**src/rtl/xmtfifo.sv**
```systemverilog
// Serial-line transmitter with integrated FIFO: start bit, LSB-first data, optional parity, stop bits.
// Define XMTFIFO_PARITY_EN to add one parity bit per frame (odd when PARITY_ODD=1, else even).
module xmtfifo #(
  parameter int DATA_BITS    = 8,
  parameter int DEPTH        = 16,
  parameter int CLKS_PER_BIT = 434,
  parameter int STOP_BITS    = 1,
  parameter int PARITY_ODD   = 0
) (
  input  logic                     clk,
  input  logic                     reset_n,
  input  logic                     write,
  output logic                     ready,
  input  logic [DATA_BITS-1:0]     data_in,
  output logic                     serial_out,
  output logic [$clog2(DEPTH):0]   level,
  output logic                     busy
);

  localparam int AW = $clog2(DEPTH);
  localparam int CW = $clog2(CLKS_PER_BIT);
  localparam int BW = $clog2(DATA_BITS);

  localparam logic [2:0] S_IDLE   = 3'd0;
  localparam logic [2:0] S_START  = 3'd1;
  localparam logic [2:0] S_DATA   = 3'd2;
`ifdef XMTFIFO_PARITY_EN
  localparam logic [2:0] S_PARITY = 3'd3;
`endif
  localparam logic [2:0] S_STOP   = 3'd4;

  logic [DATA_BITS-1:0] mem_q [DEPTH];
  logic [AW:0]          wr_ptr_q, wr_ptr_d, rd_ptr_q, rd_ptr_d;
  logic [2:0]           state_q, state_d;
  logic [CW-1:0]        cnt_q, cnt_d;
  logic [BW-1:0]        bit_q, bit_d;
  logic [DATA_BITS-1:0] shift_q, shift_d;
  logic                 serial_q, serial_d;
`ifdef XMTFIFO_PARITY_EN
  logic                 parity_q, parity_d;
`endif

  logic                 empty, full, push, pop, last_tick, start_frame;
  logic [DATA_BITS-1:0] head;

  // Pointers carry one extra wrap bit so full and empty are distinguishable.
  assign empty      = (wr_ptr_q == rd_ptr_q);
  assign full       = (wr_ptr_q[AW] != rd_ptr_q[AW]) && (wr_ptr_q[AW-1:0] == rd_ptr_q[AW-1:0]);
  assign level      = wr_ptr_q - rd_ptr_q;
  assign ready      = !full;
  assign busy       = (state_q != S_IDLE) || !empty;
  assign serial_out = serial_q;
  assign head       = mem_q[rd_ptr_q[AW-1:0]];
  assign push       = write && !full;
  assign last_tick  = (cnt_q == CW'(CLKS_PER_BIT - 1));

  always_comb begin
    state_d     = state_q;
    cnt_d       = (state_q == S_IDLE) ? '0 : (last_tick ? '0 : cnt_q + CW'(1));
    bit_d       = bit_q;
    shift_d     = shift_q;
    serial_d    = serial_q;
    start_frame = 1'b0;
    pop         = 1'b0;
`ifdef XMTFIFO_PARITY_EN
    parity_d    = parity_q;
`endif
    case (state_q)
      S_IDLE: begin
        serial_d    = 1'b1;
        start_frame = !empty;
      end
      S_START: if (last_tick) begin
        state_d  = S_DATA;
        bit_d    = '0;
        serial_d = shift_q[0];
      end
      S_DATA: if (last_tick) begin
        if (bit_q == BW'(DATA_BITS - 1)) begin
`ifdef XMTFIFO_PARITY_EN
          state_d  = S_PARITY;
          serial_d = parity_q;
`else
          state_d  = S_STOP;
          serial_d = 1'b1;
          bit_d    = '0;
`endif
        end else begin
          bit_d    = bit_q + BW'(1);
          shift_d  = shift_q >> 1;
          serial_d = shift_q[1];
        end
      end
`ifdef XMTFIFO_PARITY_EN
      S_PARITY: if (last_tick) begin
        state_d  = S_STOP;
        serial_d = 1'b1;
        bit_d    = '0;
      end
`endif
      S_STOP: if (last_tick) begin
        if (bit_q == BW'(STOP_BITS - 1)) begin
          // Chain straight into the next start bit when more words are waiting.
          if (!empty) start_frame = 1'b1;
          else        state_d     = S_IDLE;
        end else begin
          bit_d = bit_q + BW'(1);
        end
      end
      default: begin
        state_d  = S_IDLE;
        serial_d = 1'b1;
      end
    endcase
    if (start_frame) begin
      pop      = 1'b1;
      shift_d  = head;
      serial_d = 1'b0;
      state_d  = S_START;
      cnt_d    = '0;
`ifdef XMTFIFO_PARITY_EN
      parity_d = (^head) ^ (PARITY_ODD != 0);
`endif
    end
    wr_ptr_d = wr_ptr_q + (AW+1)'(push);
    rd_ptr_d = rd_ptr_q + (AW+1)'(pop);
  end

  always_ff @(posedge clk or negedge reset_n) begin
    if (!reset_n) begin
      wr_ptr_q <= '0;
      rd_ptr_q <= '0;
      state_q  <= S_IDLE;
      cnt_q    <= '0;
      bit_q    <= '0;
      shift_q  <= '0;
      serial_q <= 1'b1;
`ifdef XMTFIFO_PARITY_EN
      parity_q <= 1'b0;
`endif
    end else begin
      wr_ptr_q <= wr_ptr_d;
      rd_ptr_q <= rd_ptr_d;
      state_q  <= state_d;
      cnt_q    <= cnt_d;
      bit_q    <= bit_d;
      shift_q  <= shift_d;
      serial_q <= serial_d;
`ifdef XMTFIFO_PARITY_EN
      parity_q <= parity_d;
`endif
    end
  end

  // Storage is not reset; clearing the pointers discards its contents.
  always_ff @(posedge clk) begin
    if (push) mem_q[wr_ptr_q[AW-1:0]] <= data_in;
  end

endmodule

```
**config.mk**
```make
export PLATFORM = sky130hd
export DESIGN_NAME = xmtfifo
export DESIGN_NICKNAME = d
export VERILOG_FILES = /design/src/rtl/xmtfifo.sv
export SDC_FILE = /design/constraint.sdc
export NUM_CORES = 1
export LEC_CHECK = 0
export ABC_AREA = 1
export BUFFER_PORTS_ARGS = -buffer_cell sky130_fd_sc_hd__clkbuf_2
export CAP_MARGIN = 10
export CORE_UTILIZATION = 60
export DETAILED_ROUTE_END_ITERATION = 8
export PLACE_DENSITY_LB_ADDON = 0.25
export SYNTH_ARGS = -nofsm -noshare
export SYNTH_HDL_FRONTEND = slang
export SYNTH_SLANG_ARGS = --single-unit
```
**constraint.sdc**
```tcl
create_clock -name clk -period 7.6 [get_ports clk]
set_input_delay 0.76 -clock clk [delete_from_list [all_inputs] [get_ports clk]]
set_output_delay 0.76 -clock clk [all_outputs]
set_load 0.01 [all_outputs]
```
==> impl_metrics.tcl <==
set metrics [dict create \
    power.density_mw_per_mm2 272 \
    grt_pass1_wl_mm 25.4 \
    rrSetupSlack_ns 4.09 \
    design_area_mm2 0.00800 \
    tightestPinTransition_ns 1.17 \
    rsz0062_at_grt "no" \
    finalHoldViolations 0 \
    totalWireLength_mm 16.1 \
    antenna_left 0 \
    clock_latency_ns 0.43 \
    setup_ws_ns 4.09 \
    clock.fmax_mhz 285 \
    syn_inst 728 \
    outcome "finished, violations left" \
    antenna_found_initial 0 \
    dp_hpwl_mm 10.4 \
    worstSetupPathType "reg2reg" \
    critPathLaunchType "flip-flop" \
    drv_slew 0 \
    crit_family "simple AND/OR/NAND/NOR gates" \
    dp_cells 867 \
    cts_buffer_depth 2 \
    vias 5075 \
    min_path_type "in2async" \
    layout.nets 768 \
    drive_above_1_share 0.0794 \
    rows 39 \
    viasPerCell 5.65 \
    regArea_mm2 0.00470 \
    drc_errors 2 \
    crit_required_ns 7.66 \
    cts_max_level 4 \
    grt_max_degree 68 \
    tritoncts "yes" \
    path_clk_slew_ns 0.06 \
    reg2reg_from "rd_ptr_q[0]" \
    globalRouteOverflowTotal 0 \
    fillCellCount 856 \
    core_area_mm2 0.0116 \
    ff2ff_path_depth 6 \
    synth.avg_cell_area_um2 9.97 \
    num_antenna_cells 0 \
    setup_tns_ns 0 \
    clock-sinks 162 \
    fin_util 0.689 \
    multiInputGateArea_mm2 0.00211 \
    die-height_um 112 \
    place_worst_setup_slack_ns 4.16 \
    start_util 0.625 \
    io_buffers 18 \
    max_stage_delay_ns 1.12 \
    cts_made_buffers 17 \
    grt_pass1_vias 4920 \
    reg2reg_to "mem_q[11][0]" \
    crit_slowest_cell "dfrtp_2" \
    die_x_um 112 \
    crit_buf_inv 0 \
    max_cap_viol_count 0 \
    ys_seq_elements 162 \
    syn_nets 753 \
    end_kind "flip-flop" \
    syn_to_final_growth_pct 10.2 \
    root_buffer "clkbuf_16" \
    setup_violations 0 \
    drt_iter0_markers 522 \
    cts_hold_buf 0 \
    min_period_ns 3.51 \
    violations "DRC" \
    gp_congestion 0.902 \
    relSlewSlack 0.222 \
    drt_pass1_iterations 8 \
    crit_chain "ha_1 > nand2_1 > nor2_2 > a21boi_1 > nand3_1 > nor2_1" \
    leakagePower_uw 0.00341 \
    yosys_warnings 0 \
    finClkSkew_ns 0.00758 \
    top_level_ports 19 \
    ys_seq_area_frac 0.647 \
    die_area_mm2 0.0125 \
    wl_per_cell_um 17.9 \
    grt_usage 0.278 \
    yosysUniqueCellTypes 29 \
    timing.final.crit_share 0.461 \
    cts_resized 0 \
    layout.cells.non_filler 899 \
    worst-path-max-fanout 67 \
    peakVddDrop_mv 0.173 \
    placed_area_mm2 0.00743 \
    synth_area_mm2 0.00726 \
    post_cts.repair.setup_buffers 0 \
    arrival_ns 3.56 \
]
## power by group
part / switching (µW) / internal (µW) / total, µW / leakage (µW)
Clock: 333 / 482 / 815 / 0.000265
Sequential: 40.9 / 1050 / 1090 / 0.00158
Combinational: 193 / 80.3 / 274 / 0.00157
Total: 567 / 1610 / 2170 / 0.00341
## cell usage after synthesis
library cell | number | area [µm²]
xnor2_1 | 6 | 52.6
xor2_1 | 8 | 70.1
nand2_4 | 1 | 11.3
nor2_1 | 84 | 315
o21ai_0 | 25 | 125
nand3_4 | 1 | 17.5
buf_6 | 1 | 11.3
dfrtp_1 | 33 | 826
nor2_2 | 2 | 12.5
fa_1 | 1 | 20.0
clkinv_1 | 2 | 7.51
edfxtp_1 | 128 | 3840
nor2_4 | 1 | 11.3
inv_1 | 86 | 323
buf_1 | 3 | 11.3
a21boi_1 | 1 | 7.51
nand2_1 | 210 | 788
ha_1 | 13 | 163
nor3b_1 | 2 | 15.0
buf_2 | 10 | 50.1
inv_2 | 4 | 15.0
nand3_1 | 73 | 365
a21boi_4 | 1 | 18.8
dfstp_2 | 1 | 26.3
o21ai_1 | 14 | 70.1
a21oi_1 | 6 | 30.0
clkbuf_1 | 9 | 33.8
o2111ai_1 | 1 | 8.76
nand2_2 | 1 | 6.26
## cells in the final DEF, fill, tap and decap left out, types with 3 or more instances in the layout
cell,Yosys,layout
clkbuf_2,0,18
clkinvlp_4,0,4
clkinv_4,0,3
clkinv_1,2,4
xnor2_1,6,6
nor2_1,84,84
ha_1,13,13
clkbuf_16,0,17
edfxtp_1,128,128
dfrtp_1,33,32
inv_2,4,4
o21ai_1,14,14
o21ai_0,25,25
a21oi_1,6,6
nand3_1,73,73
nand2_1,210,210
inv_1,86,86
xor2_1,8,8
## sequential cells by signal, indices dropped and copies added, names as in the netlist
| name | count |
|---|---|
| state_q | 3 |
| serial_out | 1 |
| wr_ptr_q | 5 |
| bit_q | 3 |
| mem_q | 128 |
| rd_ptr_q | 5 |
| cnt_q | 9 |
| shift_q | 8 |
## stage by stage
| step | hold WS [ns] | total power [µW] |
|---|---|---|
| finish | 0.428 | 2170 |
| CTS | 0.454 | 2180 |
| global route | 0.494 | 2260 |
| floorplan | 0.449 | 1250 |
| global placement | 0.466 | 1360 |
| detailed placement | 0.465 | 1370 |
## final cells by class
class,count,area share
well taps,143,0.0224
repair buffers,19,0.0122
inverters,92,0.0432
clock buffers,19,0.0541
multi-input cells,451,0.264
clock inverters,13,0.0172
flip-flops and latches,162,0.587
## worst max path at each step
stage	depth (start not counted)	end	from	slack (ns)
floorplan	9	mem_q[0][0]	rd_ptr_q[1]	5.20
global placement	6	mem_q[11][0]	rd_ptr_q[0]	4.32
detailed placement	6	mem_q[7][6]	rd_ptr_q[0]	4.16
CTS	6	mem_q[7][2]	rd_ptr_q[0]	4.14
global route	6	mem_q[7][0]	rd_ptr_q[0]	3.86
finish	6	mem_q[11][0]	rd_ptr_q[0]	4.09
## worst reg2reg max path, delay by kind of cell (launching register included)
family | cells | cell delay, ns
adder cells (fa/ha/maj) | 1 | 0.47
AND/OR/NAND/NOR | 4 | 1.16
flip-flops | 1 | 1.12
AO/OA/AOI/OAI | 1 | 0.40
## layer usage
| layer | vias up | global-route usage | wire length (µm) |
|---|---|---|---|
| met3 | 27 | 0.0702 | 1340 |
| met5 | - | 0 | 0 |
| met1 | 2413 | 0.371 | 6760 |
| li1 | 2386 | - | - |
| met2 | 249 | 0.441 | 7660 |
| met4 | 0 | 0.109 | 306 |
## logic make-up after synthesis
family                     Yosys count  synth area share
DFF                                162             0.647
and+or+nand+nor                    375             0.213
xor gates and xnor gates            14            0.0169
AOI/OAI and AO/OA                   48            0.0359
buffers and inverters              115            0.0623
adders and majority gates           14            0.0252
Power figures use the tool's default switching activity.
